===== src/rtl/input_action_queue_pkg.sv =====
// Shared game definitions for the player input path: action codes,
// the channel count and a width helper.
package input_action_queue_pkg;

  localparam int NUM_ACTIONS = 7;

  typedef enum logic [2:0] {
    MV_LEFT   = 3'd0,
    MV_RIGHT  = 3'd1,
    ROT_CW    = 3'd2,
    ROT_CCW   = 3'd3,
    SOFT_DROP = 3'd4,
    HARD_DROP = 3'd5,
    HOLD      = 3'd6
  } action_t;

  // Index width that never collapses to zero bits.
  function automatic int clog2_min1(input int n);
    return (n > 1) ? $clog2(n) : 1;
  endfunction

endpackage


===== src/rtl/input_action_queue_fifo.sv =====
// action_fifo: small synchronous FIFO holding action codes. Pushes into a
// full FIFO are dropped even if a pop happens on the same edge; pops from an
// empty FIFO are ignored. clr empties the FIFO synchronously.
module action_fifo
  import input_action_queue_pkg::*;
#(
  parameter int WIDTH = 3,
  parameter int DEPTH = 4
) (
  input  logic                       clk,
  input  logic                       rst_l,
  input  logic                       clr,
  input  logic                       push,
  input  logic [WIDTH-1:0]           din,
  input  logic                       pop,
  output logic                       full,
  output logic                       empty,
  output logic [$clog2(DEPTH+1)-1:0] count,
  output logic [WIDTH-1:0]           dout
);

  localparam int PTR_W = clog2_min1(DEPTH);
  localparam int CNT_W = $clog2(DEPTH+1);

  logic [WIDTH-1:0] mem_q [DEPTH];
  logic [WIDTH-1:0] mem_d [DEPTH];
  logic [PTR_W-1:0] wr_q, wr_d, rd_q, rd_d;
  logic [CNT_W-1:0] cnt_q, cnt_d;
  logic             wr_en_s, rd_en_s;

  assign full    = (cnt_q == CNT_W'(DEPTH));
  assign empty   = (cnt_q == {CNT_W{1'b0}});
  assign count   = cnt_q;
  assign wr_en_s = push && !full;
  assign rd_en_s = pop && !empty;
  assign dout    = empty ? {WIDTH{1'b0}} : mem_q[rd_q];

  // Next-state for storage, pointers (wrapping at DEPTH) and occupancy.
  always_comb begin
    mem_d = mem_q;
    wr_d  = wr_q;
    rd_d  = rd_q;
    cnt_d = cnt_q;
    if (clr) begin
      wr_d  = {PTR_W{1'b0}};
      rd_d  = {PTR_W{1'b0}};
      cnt_d = {CNT_W{1'b0}};
    end else begin
      if (wr_en_s) begin
        mem_d[wr_q] = din;
        wr_d = (wr_q == PTR_W'(DEPTH-1)) ? {PTR_W{1'b0}} : wr_q + 1'b1;
      end else begin
        wr_d = wr_q;
      end
      if (rd_en_s) begin
        rd_d = (rd_q == PTR_W'(DEPTH-1)) ? {PTR_W{1'b0}} : rd_q + 1'b1;
      end else begin
        rd_d = rd_q;
      end
      case ({wr_en_s, rd_en_s})
        2'b10:   cnt_d = cnt_q + 1'b1;
        2'b01:   cnt_d = cnt_q - 1'b1;
        default: cnt_d = cnt_q;
      endcase
    end
  end

  // FIFO state registers.
  always_ff @(posedge clk or negedge rst_l) begin
    if (!rst_l) begin
      for (int i = 0; i < DEPTH; i++) mem_q[i] <= {WIDTH{1'b0}};
      wr_q  <= {PTR_W{1'b0}};
      rd_q  <= {PTR_W{1'b0}};
      cnt_q <= {CNT_W{1'b0}};
    end else begin
      mem_q <= mem_d;
      wr_q  <= wr_d;
      rd_q  <= rd_d;
      cnt_q <= cnt_d;
    end
  end

endmodule


===== src/rtl/input_action_queue.sv =====
// input_action_queue: captures action pulses from the DAS FSMs, allows one
// outstanding instance per action, arbitrates pending actions into an
// ordered queue and presents the head to the engine over req/ack.
// Build option: ARB_ROUND_ROBIN_EN selects a round-robin arbiter; otherwise
// the lowest pending index wins.
module input_action_queue
  import input_action_queue_pkg::*;
#(
  parameter int NUM_ACTIONS = input_action_queue_pkg::NUM_ACTIONS,
  parameter int QUEUE_DEPTH = 4
) (
  input  logic                           clk,
  input  logic                           rst_l,
  input  logic [NUM_ACTIONS-1:0]         action_pulse,
  output logic [NUM_ACTIONS-1:0]         action_valid,
  input  logic                           accept_en,
  input  logic                           flush,
  output logic                           act_req,
  output logic [$clog2(NUM_ACTIONS)-1:0] act_code,
  input  logic                           act_ack
);

  localparam int CODE_W = $clog2(NUM_ACTIONS);
  localparam int CNT_W  = $clog2(QUEUE_DEPTH+1);

  logic [NUM_ACTIONS-1:0] pending_q, pending_d, inflight_q, inflight_d;
  logic [NUM_ACTIONS-1:0] capture_s, grant_oh_s, pop_oh_s;
  logic [CODE_W-1:0]      grant_idx_s, head_s;
  logic [CNT_W-1:0]       count_s;
  logic                   grant_s, pop_s, fifo_full_s, fifo_empty_s;

  assign action_valid = {NUM_ACTIONS{accept_en}} & ~inflight_q;
  assign capture_s    = action_pulse & action_valid & {NUM_ACTIONS{!flush}};
  assign grant_s      = (|pending_q) && !fifo_full_s && !flush;
  assign pop_s        = act_ack && !fifo_empty_s && !flush;
  assign grant_oh_s   = grant_s ? (NUM_ACTIONS'(1) << grant_idx_s) : {NUM_ACTIONS{1'b0}};
  assign pop_oh_s     = pop_s ? (NUM_ACTIONS'(1) << head_s) : {NUM_ACTIONS{1'b0}};
  assign act_req      = (count_s != {CNT_W{1'b0}});

`ifdef ARB_ROUND_ROBIN_EN
  logic [CODE_W-1:0] last_q, last_d;
  logic              found_s;

  // Round-robin search starting just after the last granted channel.
  always_comb begin
    grant_idx_s = {CODE_W{1'b0}};
    found_s     = 1'b0;
    for (int k = 0; k < NUM_ACTIONS; k++) begin
      if (!found_s && pending_q[(int'(last_q) + 1 + k) % NUM_ACTIONS]) begin
        found_s     = 1'b1;
        grant_idx_s = CODE_W'((int'(last_q) + 1 + k) % NUM_ACTIONS);
      end else begin
        found_s = found_s;
      end
    end
    if (flush) begin
      last_d = CODE_W'(NUM_ACTIONS-1);
    end else if (grant_s) begin
      last_d = grant_idx_s;
    end else begin
      last_d = last_q;
    end
  end

  // Last-grant pointer; reset value makes the first search start at 0.
  always_ff @(posedge clk or negedge rst_l) begin
    if (!rst_l) last_q <= CODE_W'(NUM_ACTIONS-1);
    else        last_q <= last_d;
  end
`else
  // Fixed priority: lowest pending index wins.
  always_comb begin
    grant_idx_s = {CODE_W{1'b0}};
    for (int i = NUM_ACTIONS-1; i >= 0; i--) begin
      if (pending_q[i]) grant_idx_s = CODE_W'(i);
      else              grant_idx_s = grant_idx_s;
    end
  end
`endif

  // Per-channel bookkeeping: capture sets, grant clears pending, pop clears inflight.
  always_comb begin
    if (flush) begin
      pending_d  = {NUM_ACTIONS{1'b0}};
      inflight_d = {NUM_ACTIONS{1'b0}};
    end else begin
      pending_d  = (pending_q & ~grant_oh_s) | capture_s;
      inflight_d = (inflight_q & ~pop_oh_s) | capture_s;
    end
  end

  // Channel state registers.
  always_ff @(posedge clk or negedge rst_l) begin
    if (!rst_l) begin
      pending_q  <= {NUM_ACTIONS{1'b0}};
      inflight_q <= {NUM_ACTIONS{1'b0}};
    end else begin
      pending_q  <= pending_d;
      inflight_q <= inflight_d;
    end
  end

  action_fifo #(
    .WIDTH (CODE_W),
    .DEPTH (QUEUE_DEPTH)
  ) u_fifo (
    .clk   (clk),
    .rst_l (rst_l),
    .clr   (flush),
    .push  (grant_s),
    .din   (grant_idx_s),
    .pop   (pop_s),
    .full  (fifo_full_s),
    .empty (fifo_empty_s),
    .count (count_s),
    .dout  (head_s)
  );

  if (NUM_ACTIONS == input_action_queue_pkg::NUM_ACTIONS) begin : g_typed_code
    action_t head_act_s;
    assign head_act_s = action_t'(head_s);
    assign act_code   = head_act_s;
  end else begin : g_raw_code
    assign act_code = head_s;
  end

endmodule


===== config.mk =====
export PLATFORM = sky130hd
export DESIGN_NAME = input_action_queue
export DESIGN_NICKNAME = d
export VERILOG_FILES = /design/src/rtl/input_action_queue_pkg.sv /design/src/rtl/input_action_queue_fifo.sv /design/src/rtl/input_action_queue.sv
export SDC_FILE = /design/constraint.sdc
export NUM_CORES = 1
export LEC_CHECK = 0
export BUFFER_PORTS_ARGS = -buffer_cell sky130_fd_sc_hd__buf_2
export CAP_MARGIN = 20
export CORE_MARGIN = 4
export CORE_UTILIZATION = 35
export CTS_CLUSTER_DIAMETER = 50
export DETAILED_ROUTE_END_ITERATION = 10
export GPL_TIMING_DRIVEN = 0
export SLEW_MARGIN = 20
export SYNTH_ARGS = -nofsm -noshare
export SYNTH_HDL_FRONTEND = slang
export SYNTH_SLANG_ARGS = --single-unit

===== constraint.sdc =====
create_clock -name clk -period 2.95 [get_ports clk]
set_input_delay 0.59 -clock clk [delete_from_list [all_inputs] [get_ports clk]]
set_output_delay 0.59 -clock clk [all_outputs]
set_load 0.005 [all_outputs]

# Yosys cells after proc, flatten, opt, wreduce, memory -nomap -nowiden
# Index checks and enable logic that the tools add are counted.
# totals
register_bits,33
input_bits,12
out_inout_bits,11
elab_cells,79
# classes
n_addsub,4
order_cmp,3
n_eq_ne,5
shift,2
mux,26
bitwise,13
reduce_logical,17
# op_table
cell,n
3-bit 2-to-1 mux,12
7-bit AND,5
7-bit 2-to-1 mux,4
7-bit NOT,3
7-bit OR,2
"1-bit by 3-bit left shift with 7-bit output, first input constant",2
12-bit bitwise mux,1
2-bit 2-to-1 mux,6
1-bit logical AND,7
7-bit OR reduction,1
3-bit binary-select mux with 2-bit select,1
3-bit demux with 2-bit select,1
"2-bit == test, second input constant",3
"3-bit greater-or-equal comparator, second input constant",2
2-bit NOT with 3-bit output,2
3-bit case mux with 2 select lines,1
3-bit nonzero test,2
"2-bit by 1-bit adder with 2-bit output, second input constant",2
2-bit nonzero test,2
"3-bit by 1-bit adder with 3-bit output, second input constant",1
"3-bit == test, second input constant",1
1-bit zero test,3
3-bit zero test,1
"3-bit by 1-bit < comparator with 1-bit output, second input constant",1
other kinds (4),4

# Depth between registers and ports, before layout
# logic_depth
ltp_word,13
ltp_mapped,9
depth_no_buf,7

# Cells and area by module
# From an unflattened synthesis, not the netlist that was laid out.
# hier_totals
hier_cells,175
area_unflattened_um2,1851.8
# modules_own_cells
mod,instances,cells_per_inst,area_per_inst_um2,seq_area_each_um2
action_fifo,1,95,1099.8,475.5
input_action_queue,1,80,752.0,350.3

# Worst setup path before layout
# Ideal clock, no wire load.
# synth_path
path_kind,input-to-reg
start,in flush
end,reg u_fifo.cnt_q[2] (netlist: u_fifo.count[2])
setup_ns,0.125
t_arrival_ns,2.197
t_required_ns,2.825
setup_slack_ns,0.629
cell_stages,7
path_buffers,2
cell_sequence,clkbuf_1 clkbuf_1 nor3_1 fa_1 and2_1 mux2i_1 mux2_2
# synth_between
elab_chain_cells,6
elab_cells_between_ends,10
classes_between,2 x eq/ne; 2 x mux; 6 x reduce/logical
# synth_lines
element,line,text
start: declaration,input_action_queue.sv:17,"input logic flush,"
1-bit zero test,"input_action_queue.sv:34, input_action_queue.sv:35",
1-bit logical AND (on tied branches),"input_action_queue.sv:35, input_action_queue.sv:34",
1-bit logical AND (on tied branches),"input_action_queue_fifo.sv:35, input_action_queue_fifo.sv:34",
2-bit by 1-bit == test with 1-bit output / 2-bit == test (equally long branches),input_action_queue_fifo.sv:60,"case ({wr_en_s, rd_en_s})"
3-bit case mux with 2 select lines,input_action_queue_fifo.sv:60,
3-bit 2-to-1 mux,input_action_queue_fifo.sv:44,if (clr) begin
end signal: assignment,input_action_queue_fifo.sv:74,cnt_q <= {CNT_W{1'b0}};
end signal: assignment,input_action_queue_fifo.sv:79,cnt_q <= cnt_d;
end: declaration,input_action_queue_fifo.sv:28,"logic [CNT_W-1:0] cnt_q, cnt_d;"
# Parallel ways exist; a longest one is shown, timed or not.
# A chain may end at the register's enable or synchronous reset.

# Worst setup path in the final report
# Same ends and word-level chain as after synthesis.

==> flow_summary.json <==
{
  "fp.dieH_microns": 80.4,
  "remaining_drc_errors": 0,
  "synth-seq-area-share_pct": 45.1,
  "cp_max_fo": 10,
  "path_clk_slew_ns": 0.07,
  "synth-seq-cells": 33,
  "cts_setup_buffers": 0,
  "vdd_drop_max_mv": 0.497,
  "final.fill_count": 504,
  "fin_ws_ns": 0.512,
  "final_net_count": 211,
  "final-hold-violation-count": 0,
  "powerDensity_nw_per_um2": 761,
  "setup_tns_ns": 0,
  "synthCells": 165,
  "clock_path_buffers": 2,
  "seqPwrFrac_pct": 41.0,
  "cts_hold_buf": 0,
  "die-area_sq_um": 6460,
  "coreArea_sq_um": 5110,
  "grt_pass1_wl_microns": 6440,
  "setup_viol": 0,
  "crit_required_ns": 3.12,
  "synth_edf_count": 0,
  "swShare_pct": 34.0,
  "vias": 1310,
  "drive_gt1_share_pct": 28.4,
  "routed_wl_microns": 3900,
  "relSlewSlack_pct": 49.2,
  "cts.sinks": 33,
  "yosysWarnings": 0,
  "port_buffers": 22,
  "crit_slowest_cell": "clkbuf_1",
  "drtIter0Drc": 64,
  "max_freq_mhz": 410,
  "cts_tree": "built",
  "comb_power_share_pct": 37.6,
  "synthFlopType": "dfrtp_1",
  "cp-end-kind": "flip-flop",
  "syn_area_per_cell_sq_um": 11.1,
  "clock_power_share_pct": 21.4,
  "antenna_found_initial": 0,
  "synth_top_area_share_pct": 45.1,
  "routedWlPerCell_microns": 14.8,
  "ys_types": 42,
  "gr-total-overflow": 0,
  "cts_made_buffers": 5,
  "final_antenna_net_count": 0,
  "dr.pass1.iters": 4,
  "grt_max_degree": 34,
  "insertion_delay_ns": 0.29,
  "die_w_microns": 80.4,
  "vias_per_cell": 4.96,
  "internal_power_w": 0.00106,
  "path_buf_inv": 3,
  "io_pins": 23,
  "syn_area_sq_um": 1830,
  "syn2layout_area_growth_pct": 15.5,
  "tightest_slew_ns": 0.761,
  "worstSetupStartpointType": "input pin",
  "synth_top_area_cell": "dfrtp_1",
  "fin_total_pwr_w": 0.00161,
  "crit_top_cell": "clkbuf_1",
  "finalClockSkew_ns": 0.00572,
  "diodes": 0,
  "initial_utilization_pct": 35.9,
  "grt_pass1_vias": 1310,
  "crit_arrival_ns": 2.61,
  "hold_path_class": "in2async",
  "cts_resized": 0,
  "synth_nets": 182,
  "slowest_delay_ns": 0.42,
  "hpwl_microns": 2890,
  "crit_chain": "buf_2, clkbuf_1, clkbuf_1, nor3_1, fa_1, and2_1, mux2i_1, mux2_2",
  "crit_type": "in2reg",
  "min_period_ns": 2.44,
  "crit_family": "buffers and inverters",
  "synth.area.top_cells": "dfrtp_1 45%, mux2_2 8.6%, nor2b_1 4.8%, a21oi_1 3.5%, mux4_1 2.9%",
  "slew_viol_final": 0,
  "routabilityCongestion": 0.758,
  "dp_worst_setup_slack_ns": 0.169,
  "grt_use_total_pct": 13.3,
  "outcome": "complete, no violations",
  "power_switching_w": 0.000548,
  "cts_max_level": 2,
  "synthArstFlopShare_pct": 100,
  "drv_cap": 0,
  "rsz0062_at_grt": "false",
  "floorplan.rows": 26,
  "post-route-period-util_pct": 82.6,
  "cts-root-buf": "clkbuf_8",
  "leakage_nw": 0.969
}
[final timing paths]
check,from,end,slack (ns),cells past startpoint
worst min-delay path,rst_l,inflight_q[2],0.38,1
worst max-delay path,flush,u_fifo.count[2],0.51,8
min in group clk,u_fifo.mem_q[4],u_fifo.mem_q[4],0.50,1
max in group asynchronous,rst_l,u_fifo.mem_q[5],2.10,1
worst min register to register,u_fifo.mem_q[4],u_fifo.mem_q[4],0.50,1
worst max register to register,u_fifo.count[0],u_fifo.count[2],0.57,8
[sequential cells by signal, indices dropped and copies added (netlist names)]
name and flops:
u_fifo.mem_q 12, u_fifo.count 3, u_fifo.wr_q 2, u_fifo.rd_q 2
inflight_q 7, pending_q 7
[synth_stat cells (all sizes together), types with 2 or more instances]
master	n
mux4	3
mux2i	2
nor3	5
and4b	3
a311oi	3
mux2	14
nor4	2
dfrtp	33
a21oi	13
o31ai	3
a21o	3
or3	2
clkbuf	4
and2	8
nand2b	5
nor2b	14
nor2	10
buf	3
xnor2	2
o21ai	4
nand2	10
ha	4
inv	4
[routing by layer]
| metal | part of all wire (%) | global-route usage, % | routed length (microns) |
|---|---|---|---|
| met5 | 0 | 0 | 0 |
| met4 | 1.4 | 4.56 | 55 |
| met3 | 3.5 | 4.15 | 138 |
| met2 | 49 | 21.4 | 1930 |
| met1 | 45 | 16.8 | 1770 |
[power groups by stage]
stage,logic (W),clock network (W),registers (W)
3_5_place_dp,0.000613,0,0.000670
2_1_floorplan,0.000465,0,0.000645
3_3_place_gp,0.000606,0,0.000667
5_1_grt,0.000682,0.000377,0.000678
6_report,0.000606,0.000344,0.000661
4_1_cts,0.000617,0.000357,0.000663
[per-stage QoR]
step | hold WS, ns | std cells | area [sq um] | utilization, %
after global routing | 0.429 | 264 | 2120 | 41.5
after CTS | 0.393 | 264 | 2120 | 41.5
after detailed placement | 0.492 | 257 | 2030 | 39.8
final | 0.376 | 264 | 2120 | 41.5
after global placement | 0.484 | 257 | 2030 | 39.8
after floorplan | 0.294 | 165 | 1830 | -
[cell usage in the layout (no fill, tap or decap), types with 2 or more instances in the layout]
cell	count
and2_1	4
clkbuf_1	5
buf_2	23
mux2_2	14
o31ai_1	2
mux2i_1	2
nor2_1	9
a21o_1	3
a21oi_1	13
inv_1	4
nor2b_1	14
mux4_1	2
a311oi_1	3
nand2b_1	5
clkbuf_8	6
xnor2_1	2
nand2_1	10
and4b_1	3
buf_6	2
dfrtp_1	33
ha_1	4
and2_2	3
nor3_1	5
o21ai_0	4
[final cells by class]
| type | instances | area, sq um | share of cell area (%) |
|---|---|---|---|
| buffer | 7 | 42.5 | 2.01 |
| clock buffer | 7 | 86.3 | 4.08 |
| inverter | 4 | 15.0 | 0.709 |
| multi-input combinational | 121 | 950 | 44.9 |
| sequential | 33 | 826 | 39.0 |
| tap | 70 | 87.6 | 4.14 |
| timing repair buffer | 22 | 110 | 5.20 |
[logic make-up after synthesis]
family,count (synthesis),synth area share (%)
fa+ha+maj,5,3.82
mux,19,13.8
compound gates,32,12.4
simple gates,62,20.3
xor+xnor,3,1.43
flops,33,45.1
buf+inv,11,3.14
Note: power is estimated with default switching activity, not from simulation.
